## config.mk

```make
export PLATFORM = sky130hd
export DESIGN_NAME = fetch_ctrl_flat
export DESIGN_NICKNAME = d
export VERILOG_FILES = /design/src/rtl/fetch_ctrl_if.sv /design/src/rtl/fetch_ctrl.sv /design/src/flat_wrapper.sv
export SDC_FILE = /design/constraint.sdc
export NUM_CORES = 1
export LEC_CHECK = 0
export CORE_MARGIN = 10
export CORE_UTILIZATION = 58
export CTS_CLUSTER_DIAMETER = 50
export DETAILED_ROUTE_END_ITERATION = 12
export DONT_BUFFER_PORTS = 1
export PLACE_DENSITY = 0.76
export SETUP_SLACK_MARGIN = 0.3
export SLEW_MARGIN = 10
export SYNTH_ARGS = -nofsm -noshare
export SYNTH_HDL_FRONTEND = slang
export SYNTH_SLANG_ARGS = --single-unit
```

## constraint.sdc

```tcl
create_clock -name clk -period 2.2 [get_ports clk]
set_clock_uncertainty 0.15 [all_clocks]
set_input_delay 0.44 -clock clk [delete_from_list [all_inputs] [get_ports clk]]
set_output_delay 0.44 -clock clk [all_outputs]
set_load 0.1 [all_outputs]
```

## src/rtl/fetch_ctrl_if.sv

```systemverilog
// rtl/fetch_ctrl_if.sv - fetch-to-decode instruction stream handshake.
interface fetch_ctrl_if;
  logic        valid;
  logic        ready;
  logic [31:0] instr;
  logic [31:0] pc;

  modport master (output valid, output instr, output pc, input  ready);
  modport slave  (input  valid, input  instr, input  pc, output ready);
endinterface

```

## src/rtl/fetch_ctrl.sv

```systemverilog
// rtl/fetch_ctrl.sv - instruction fetch controller with PC, fetch buffer and RUN/HALTED/FAULT FSM.
// Optional feature: FETCH_MISALIGN_CHK_EN traps misaligned redirects into FAULT.
module fetch_ctrl #(
  parameter logic [31:0] RESET_PC  = 32'h0000_0000,
  parameter int          BUF_DEPTH = 2
) (
  input  logic               clk,
  input  logic               rst_n,
  fetch_ctrl_if.master       out_if,
  output logic [31:0]        imem_addr_o,
  input  logic [31:0]        imem_instr_i,
  input  logic               redirect_valid_i,
  input  logic [31:0]        redirect_pc_i,
  input  logic               halt_req_i,
  output logic               halted_o,
  output logic               fault_o,
  output logic [31:0]        fault_pc_o
);

  localparam int              CW      = $clog2(BUF_DEPTH) + 1;
  localparam logic [CW-1:0]   DEPTH_C = CW'(BUF_DEPTH);

  typedef enum logic [1:0] {ST_RUN, ST_HALTED, ST_FAULT} state_e;

  state_e         state_q, state_d;
  logic [63:0]    buf_q [BUF_DEPTH];
  logic [63:0]    buf_d [BUF_DEPTH];
  logic [CW-1:0]  count_q, count_d;
  logic [CW-1:0]  tail;
  logic [31:0]    pc_q, pc_d;
  logic           pop, push, misaligned;

`ifdef FETCH_MISALIGN_CHK_EN
  assign misaligned = redirect_valid_i && (redirect_pc_i[1:0] != 2'b00);
`else
  assign misaligned = 1'b0;
`endif

  assign pop  = (count_q != '0) && out_if.ready;
  assign push = (state_q == ST_RUN) && !redirect_valid_i && ((count_q < DEPTH_C) || pop);
  assign tail = count_q - {{(CW-1){1'b0}}, pop};

  // Head is always entry 0; pops shift the buffer down so the outputs are pure register reads.
  always_comb begin
    buf_d   = buf_q;
    count_d = count_q;
    pc_d    = pc_q;
    if (redirect_valid_i) begin
      count_d = '0;
      if (!misaligned) pc_d = redirect_pc_i & 32'hFFFF_FFFC;
    end else begin
      if (pop) begin
        for (int i = 0; i < BUF_DEPTH - 1; i++) buf_d[i] = buf_q[i+1];
      end
      if (push) begin
        for (int i = 0; i < BUF_DEPTH; i++) begin
          if (tail == CW'(i)) buf_d[i] = {pc_q, imem_instr_i};
        end
        pc_d = pc_q + 32'd4;
      end
      count_d = count_q + {{(CW-1){1'b0}}, push} - {{(CW-1){1'b0}}, pop};
    end
  end

  always_ff @(posedge clk or negedge rst_n) begin
    if (!rst_n) begin
      for (int i = 0; i < BUF_DEPTH; i++) buf_q[i] <= '0;
      count_q <= '0;
      pc_q    <= RESET_PC;
    end else begin
      buf_q   <= buf_d;
      count_q <= count_d;
      pc_q    <= pc_d;
    end
  end

  always_ff @(posedge clk or negedge rst_n) begin
    if (!rst_n) state_q <= ST_RUN;
    else        state_q <= state_d;
  end

  // A redirect keeps HALTED even with halt_req low; the release happens on a later cycle.
  always_comb begin
    state_d = state_q;
    unique case (state_q)
      ST_RUN: begin
        if (misaligned)                           state_d = ST_FAULT;
        else if (halt_req_i && !redirect_valid_i) state_d = ST_HALTED;
      end
      ST_HALTED: begin
        if (misaligned)                           state_d = ST_FAULT;
        else if (!halt_req_i && !redirect_valid_i) state_d = ST_RUN;
      end
      ST_FAULT:                                   state_d = ST_FAULT;
      default:                                    state_d = ST_RUN;
    endcase
  end

  always_comb begin
    halted_o     = (state_q == ST_HALTED);
    imem_addr_o  = pc_q;
    out_if.valid = (count_q != '0);
    out_if.pc    = buf_q[0][63:32];
    out_if.instr = buf_q[0][31:0];
  end

`ifdef FETCH_MISALIGN_CHK_EN
  logic        fault_q;
  logic [31:0] fault_pc_q;

  always_ff @(posedge clk or negedge rst_n) begin
    if (!rst_n) begin
      fault_q    <= 1'b0;
      fault_pc_q <= '0;
    end else if (misaligned && (state_q != ST_FAULT)) begin
      fault_q    <= 1'b1;
      fault_pc_q <= redirect_pc_i;
    end
  end

  assign fault_o    = fault_q;
  assign fault_pc_o = fault_pc_q;
`else
  assign fault_o    = 1'b0;
  assign fault_pc_o = 32'h0;
`endif

endmodule

```

## src/flat_wrapper.sv

```systemverilog
// flat-port wrapper written by rule: the top's interface ports become plain ports
module fetch_ctrl_flat 
#(
  parameter logic [31:0] RESET_PC  = 32'h0000_0000,
  parameter int          BUF_DEPTH = 2
)
  (clk, rst_n, imem_addr_o, imem_instr_i, redirect_valid_i, redirect_pc_i, halt_req_i, halted_o, fault_o, fault_pc_o, out_if_valid, out_if_instr, out_if_pc, out_if_ready);
  fetch_ctrl_if out_if_i ();
  input  logic clk;
  input  logic rst_n;
  output logic [31:0] imem_addr_o;
  input  logic [31:0] imem_instr_i;
  input  logic redirect_valid_i;
  input  logic [31:0] redirect_pc_i;
  input  logic halt_req_i;
  output logic halted_o;
  output logic fault_o;
  output logic [31:0] fault_pc_o;
  output wire logic [$bits(out_if_i.valid)-1:0] out_if_valid;
  output wire logic [$bits(out_if_i.instr)-1:0] out_if_instr;
  output wire logic [$bits(out_if_i.pc)-1:0] out_if_pc;
  input wire logic [$bits(out_if_i.ready)-1:0] out_if_ready;
  assign out_if_valid = out_if_i.valid;
  assign out_if_instr = out_if_i.instr;
  assign out_if_pc = out_if_i.pc;
  assign out_if_i.ready = out_if_ready;
  fetch_ctrl #(.RESET_PC(RESET_PC), .BUF_DEPTH(BUF_DEPTH)) u_core (.clk(clk), .rst_n(rst_n), .out_if(out_if_i), .imem_addr_o(imem_addr_o), .imem_instr_i(imem_instr_i), .redirect_valid_i(redirect_valid_i), .redirect_pc_i(redirect_pc_i), .halt_req_i(halt_req_i), .halted_o(halted_o), .fault_o(fault_o), .fault_pc_o(fault_pc_o));
endmodule
```

=== Word level (Yosys, flattened, before mapping) ===
Cells that the tools add are included.

* Bits in registers: 164
* Input port bits: 69
* Output and inout bits: 131

* Add/subtract/negate cells: 4
* $lt $le $gt $ge: 1
* Equality and inequality tests: 5
* Muxes and demuxes: 10
* Bitwise gates (word level): 1
* Reduce and logical (&&, ||, !) cells: 14

{| class="wikitable"
|+ Operators with widths
! cell !! number
|-
| 64-bit two-way mux || 3
|-
| 128-bit two-way mux || 1
|-
| 32-bit two-way mux || 2
|-
| 32-bit by 3-bit adder with 32-bit output, second input constant || 1
|-
| 2-bit two-way mux || 3
|-
| 2-bit one-hot mux with 3 select lines || 1
|-
| 1-bit logical AND || 5
|-
| 2-bit by 1-bit == test with 1-bit output, second input constant || 2
|-
| 2-bit zero test || 2
|-
| 2-bit nonzero test || 2
|-
| 2-bit by 1-bit subtractor with 2-bit output || 2
|-
| 3-bit AND reduction || 1
|-
| 2-bit by 1-bit adder with 2-bit output || 1
|-
| 2-bit == test, second input constant || 1
|-
| 1-bit zero test || 2
|-
| 2-bit < comparator, second input constant || 1
|-
| 2-bit by 1-bit != test with 1-bit output, second input constant || 1
|-
| 2-bit != test, second input constant || 1
|-
| 2-bit AND reduction || 1
|-
| 1-bit logical OR || 1
|-
| 1-bit inverter || 1
|}

=== Longest topological paths before layout ===
* Word-level depth: 7
* Mapped depth: 8

=== Worst setup path before layout ===
No wires, ideal clock.

* Path type: reg2reg
* Start: register u_core.pc_q[3], in the netlist u_core.imem_addr_o[3]
* End: register u_core.pc_q[16], in the netlist u_core.imem_addr_o[16]
* Arrival: 2.566 ns
* Data required time: 1.926 ns
* Path slack: -0.640 ns
* Cell stages (with the launch flop): 7
* Path buffers: 0
* Cells stage by stage: dfrtp_1 > ha_1 > nand3_1 > nor2_1 > nand3_1 > o211a_1 > a211o_1

* Word-level cells in the longest chain between the ends: 3

{| class="wikitable"
|+ RTL lines
! item !! line !! text
|-
| from (decl) || fetch_ctrl.sv:30 || <nowiki>logic [31:0] pc_q, pc_d;</nowiki>
|-
| from (signal assigned) || fetch_ctrl.sv:73 || <nowiki>pc_q <= pc_d;</nowiki>
|-
| 32-bit by 3-bit adder with 32-bit output || fetch_ctrl.sv:59 || <nowiki>pc_d = pc_q + 32'd4;</nowiki>
|-
| 32-bit two-way mux || fetch_ctrl.sv:55 || <nowiki>if (push) begin</nowiki>
|-
| 32-bit two-way mux || fetch_ctrl.sv:48 || <nowiki>if (redirect_valid_i) begin</nowiki>
|}

No other way between the ends. The select of a mux whose other input is x is not followed.
A chain may end at the register's enable or synchronous reset.

=== Worst setup path in the final report ===
* Start: register u_core.state_q[1]
* End: register u_core.pc_q[17], in the netlist u_core.imem_addr_o[17]

* Word-level cells in the longest chain between the ends: 4

{| class="wikitable"
|+ RTL lines
! item !! line !! text
|-
| from (decl) || fetch_ctrl.sv:25 || <nowiki>state_e state_q, state_d;</nowiki>
|-
| from (signal assigned) || fetch_ctrl.sv:79 || <nowiki>else state_q <= state_d;</nowiki>
|-
| 2-bit zero test || fetch_ctrl.sv:40 || <nowiki>assign push = (state_q == ST_RUN) && !redirect_valid_i && ((count_q < DEPTH_C) || pop);</nowiki>
|-
| 1-bit logical AND (2 in a row) || fetch_ctrl.sv:40 ||
|-
| 2-bit nonzero test (no line) || -- ||
|}

No other way between the ends.

==> metrics.csv <==
stage,metric,value,unit
outcome,status,"finished, violations left",
outcome,failed_checks,"hold timing, setup timing",
timing,setup_slack,-20.5,ps
die,core_area,13300,um^2
timing,hold_ws,-441,ps
synth,ys_ff_latch,160,
critical_path,crit_fanout,5,
die,ios,200,
synth,synth-edff-count,0,
critical_path,critical_path_class,flip-flop to flip-flop,
worst_hold_path,hold_path.class,primary input to async pin,
critical_path,worstPathArrival,2350,ps
timing,fin_crit_sh,1.01,
route,drt_iter0_drc,630,
cts,cts-root-buf,clkbuf_16,
cts,cts_buffer_depth,2,
die,num_rows,42,
cts,cts_made_buffers,17,
timing,finalSetupViolations,1,
critical_path,cp-end-kind,flip-flop,
timing,slew_headroom,0.537,
job,cap_violations,0,
placement,pre_cts_ws,-32.3,ps
critical_path,path_buf_inv,0,
final_layout,instances_no_fill,1029,
route,post-route-drc-count,0,
synth,synth-seq-area-share,0.506,
global_routing,grt_max_degree,161,
placement,dpl.hpwl,13500,um
global_routing,grt_first_pass_wirelength,33500,um
placement,dpl_cell_area,8660,um^2
synth,yosys_most_used_dff,dfrtp_1,
die,start_util,0.595,
synth,avgSynthCellArea,10.7,um^2
critical_path,worstPathCellList,or3_4 > or2_4 > or4_4 > o211ai_1 > o311ai_1,
synth,netlist_area,7920,um^2
global_routing,grt.overflow.total,0,
die,die_w,137,um
route,drt-total-wl,26400,um
timing,report.final.slew_viol_count,0,
synth,synthCells,741,
placement,dp_cells,930,
final_layout,nNetsFinal,911,
final_layout,utilization,0.830,
power_and_ir_drop,ir_worst_vdd,0.891,mV
synth,synth_cell_types,46,
critical_path,rrSetupSlack,-20,ps
critical_path,cp_slowest_cell,or4_4,
timing,fin_crit,2220,ps
global_routing,first_global_vias,6039,
critical_path,required,2330,ps
critical_path,cpPeakStageDelay,530,ps
global_routing,grt_use_total,0.232,
final_layout,final_area,11000,um^2
timing,grt_setup_unrepaired,true,
route,ant_nets,0,
synth,synth-async-reset-ratio,1.00,
route,routed_via_density,6.02,
global_routing,antenna_found_initial,2,
power_and_ir_drop,powerDensity,1300,nW/um^2
cts,cts.htree.levels,4,
synth,yosysWarnings,0,
cts,insertion_delay,430,ps
power_and_ir_drop,leakage,4.75,nW
die,die_area,18700,um^2
route,first_pass_iters,5,
final_layout,area_delta_synth_final,39.3,%
placement,port_buffers,0,
route,vias,6190,
final_layout,drive_above_1_share,0.514,
route,drt-wirelength-per-cell,25.6,um
die,die_y,137,um
timing,finalHoldViolations,160,
cts,cts_tree,built,
timing,worst_pin_slew,694,ps
critical_path,cp-start-kind,flip-flop,
placement,gp_congestion,0.859,
critical_path,crit_family,simple AND/OR/NAND/NOR gates,
cts,clk_pin_slew,60,ps
timing,max_freq,450,MHz
cts,cts_num_sinks,160,
==> worst paths after layout <==
kind | startpoint | end | cells after the start
min reg2reg | u_core.buf_q[36]$_DFFE_PN0P_ | u_core.buf_q[36]$_DFFE_PN0P_ | 1
max in group asynchronous | rst_n | u_core.imem_addr_o[21]$_DFFE_PN0P_ | 0
max | u_core.state_q[1]$_DFFE_PN0P_ | u_core.imem_addr_o[17]$_DFFE_PN0P_ | 5
min in group clk | redirect_pc_i[14] | u_core.imem_addr_o[14]$_DFFE_PN0P_ | 2
min | rst_n | u_core.out_if.instr[24]$_DFFE_PN0N_ | 0
max reg2reg | u_core.state_q[1]$_DFFE_PN0P_ | u_core.imem_addr_o[17]$_DFFE_PN0P_ | 5
==> placed cells by master, fill, tap and decap left out, types with 12 or more instances in the layout <==
cell type and n:
mux2_2 62, nor2_2 15, dfrtp_1 134, nand2_1 32, mux2i_1 48, a21oi_1 14, conb_1 35, nor2_4 27
nand4_1 15, dfrtp_4 19, buf_12 12, a21oi_2 56, buf_16 13, nor2_1 37, clkbuf_16 30, buf_4 116
dlygate4sd3_1 12
==> power by group <==
group          leakage (nW)  switching, mW  internal, mW
Combinational          2.54           4.99          1.83
Clock                 0.302           1.16          2.04
Sequential             1.91          0.518          3.82
Total                  4.75           6.67          7.69
==> logic make-up after synthesis <==
family | after synthesis | share of synthesized area
adders and majority gates | 2 | 0.00316
DFF | 160 | 0.506
buffers and inverters | 148 | 0.124
and+or+nand+nor | 177 | 0.101
xor gates and xnor gates | 2 | 0.00221
AOI/OAI and AO/OA | 131 | 0.101
other | 1 | 0.000474
muxes | 120 | 0.162
==> sequential cells by signal (all words and copies together) (netlist names) <==
register,flops
u_core.state_q,2
u_core.out_if.instr,32
u_core.out_if.pc,32
u_core.buf_q,62
u_core.count_q,2
u_core.imem_addr_o,30
==> cells in the mapped netlist (all sizes together) (2+ instances only) <==
| master | count | area share |
|---|---|---|
| mux2i | 58 | 0.073 |
| and3 | 2 | 0.0016 |
| a21oi | 75 | 0.049 |
| o211ai | 8 | 0.0076 |
| or2 | 3 | 0.0024 |
| nand2 | 35 | 0.017 |
| ha | 2 | 0.0032 |
| a31oi | 3 | 0.0024 |
| nor2 | 79 | 0.037 |
| o211a | 2 | 0.0025 |
| o311ai | 10 | 0.011 |
| clkbuf | 10 | 0.0047 |
| buf | 128 | 0.11 |
| nor2b | 8 | 0.0063 |
| dfrtp | 160 | 0.51 |
| inv | 10 | 0.0047 |
| a31o | 3 | 0.0033 |
| or3 | 2 | 0.0016 |
| xor2 | 2 | 0.0022 |
| o221ai | 2 | 0.0022 |
| mux2 | 62 | 0.088 |
| a221o | 3 | 0.0038 |
| o21ai | 16 | 0.010 |
| nand4 | 15 | 0.012 |
| a211o | 2 | 0.0022 |
| a21o | 2 | 0.0019 |
| and2 | 2 | 0.0016 |
| nor3 | 7 | 0.0044 |
| nor4 | 5 | 0.0040 |
| nand3 | 15 | 0.0095 |
==> through the flow <==
| stage | hold slack [ps] | total power, mW | setup TNS [ps] |
|---|---|---|---|
| 2_1_floorplan | -5.59 | 9.77 | -10.6 |
| 3_3_place_gp | 0.172 | 10.1 | -314 |
| 3_5_place_dp | 0.938 | 10.3 | -891 |
| 4_1_cts | -449 | 13.7 | 0 |
| 5_1_grt | -457 | 14.8 | -748 |
| 6_report | -441 | 14.4 | -20.5 |
==> area by class of cell <==
cell class,count,area [um^2]
flip-flops and latches,160,4080
fillers,683,2270
repair buffers,182,2110
inverters,10,50.0
clock inverters,7,160
repair inverters,1,8.76
well taps,176,220
diodes,1,2.50
clock buffers,24,462
multi-input cells,468,3930
==> routing by layer <==
layer  track usage  up-vias  routed length, um  share of wire
met1         0.269     3142              10100           0.38
met4        0.0919        0                689          0.026
li1              -     2682                  -              -
met5             0        -                  0              0
met3        0.0726       55               2210          0.084
met2         0.392      311              13400           0.51
==> timing repair <==
action / in CTS / in global routing
setup endpoints to repair: 157 / 160
gates resized for setup: 37 / 153
pin swaps: 10 / 32
cloned: 11 / 16
endpoints found under the hold margin: 172 / 162
hold buffers: 10 / 2
setup buffers: 16 / 12
No activity file was read; power rests on OpenSTA's default activity.
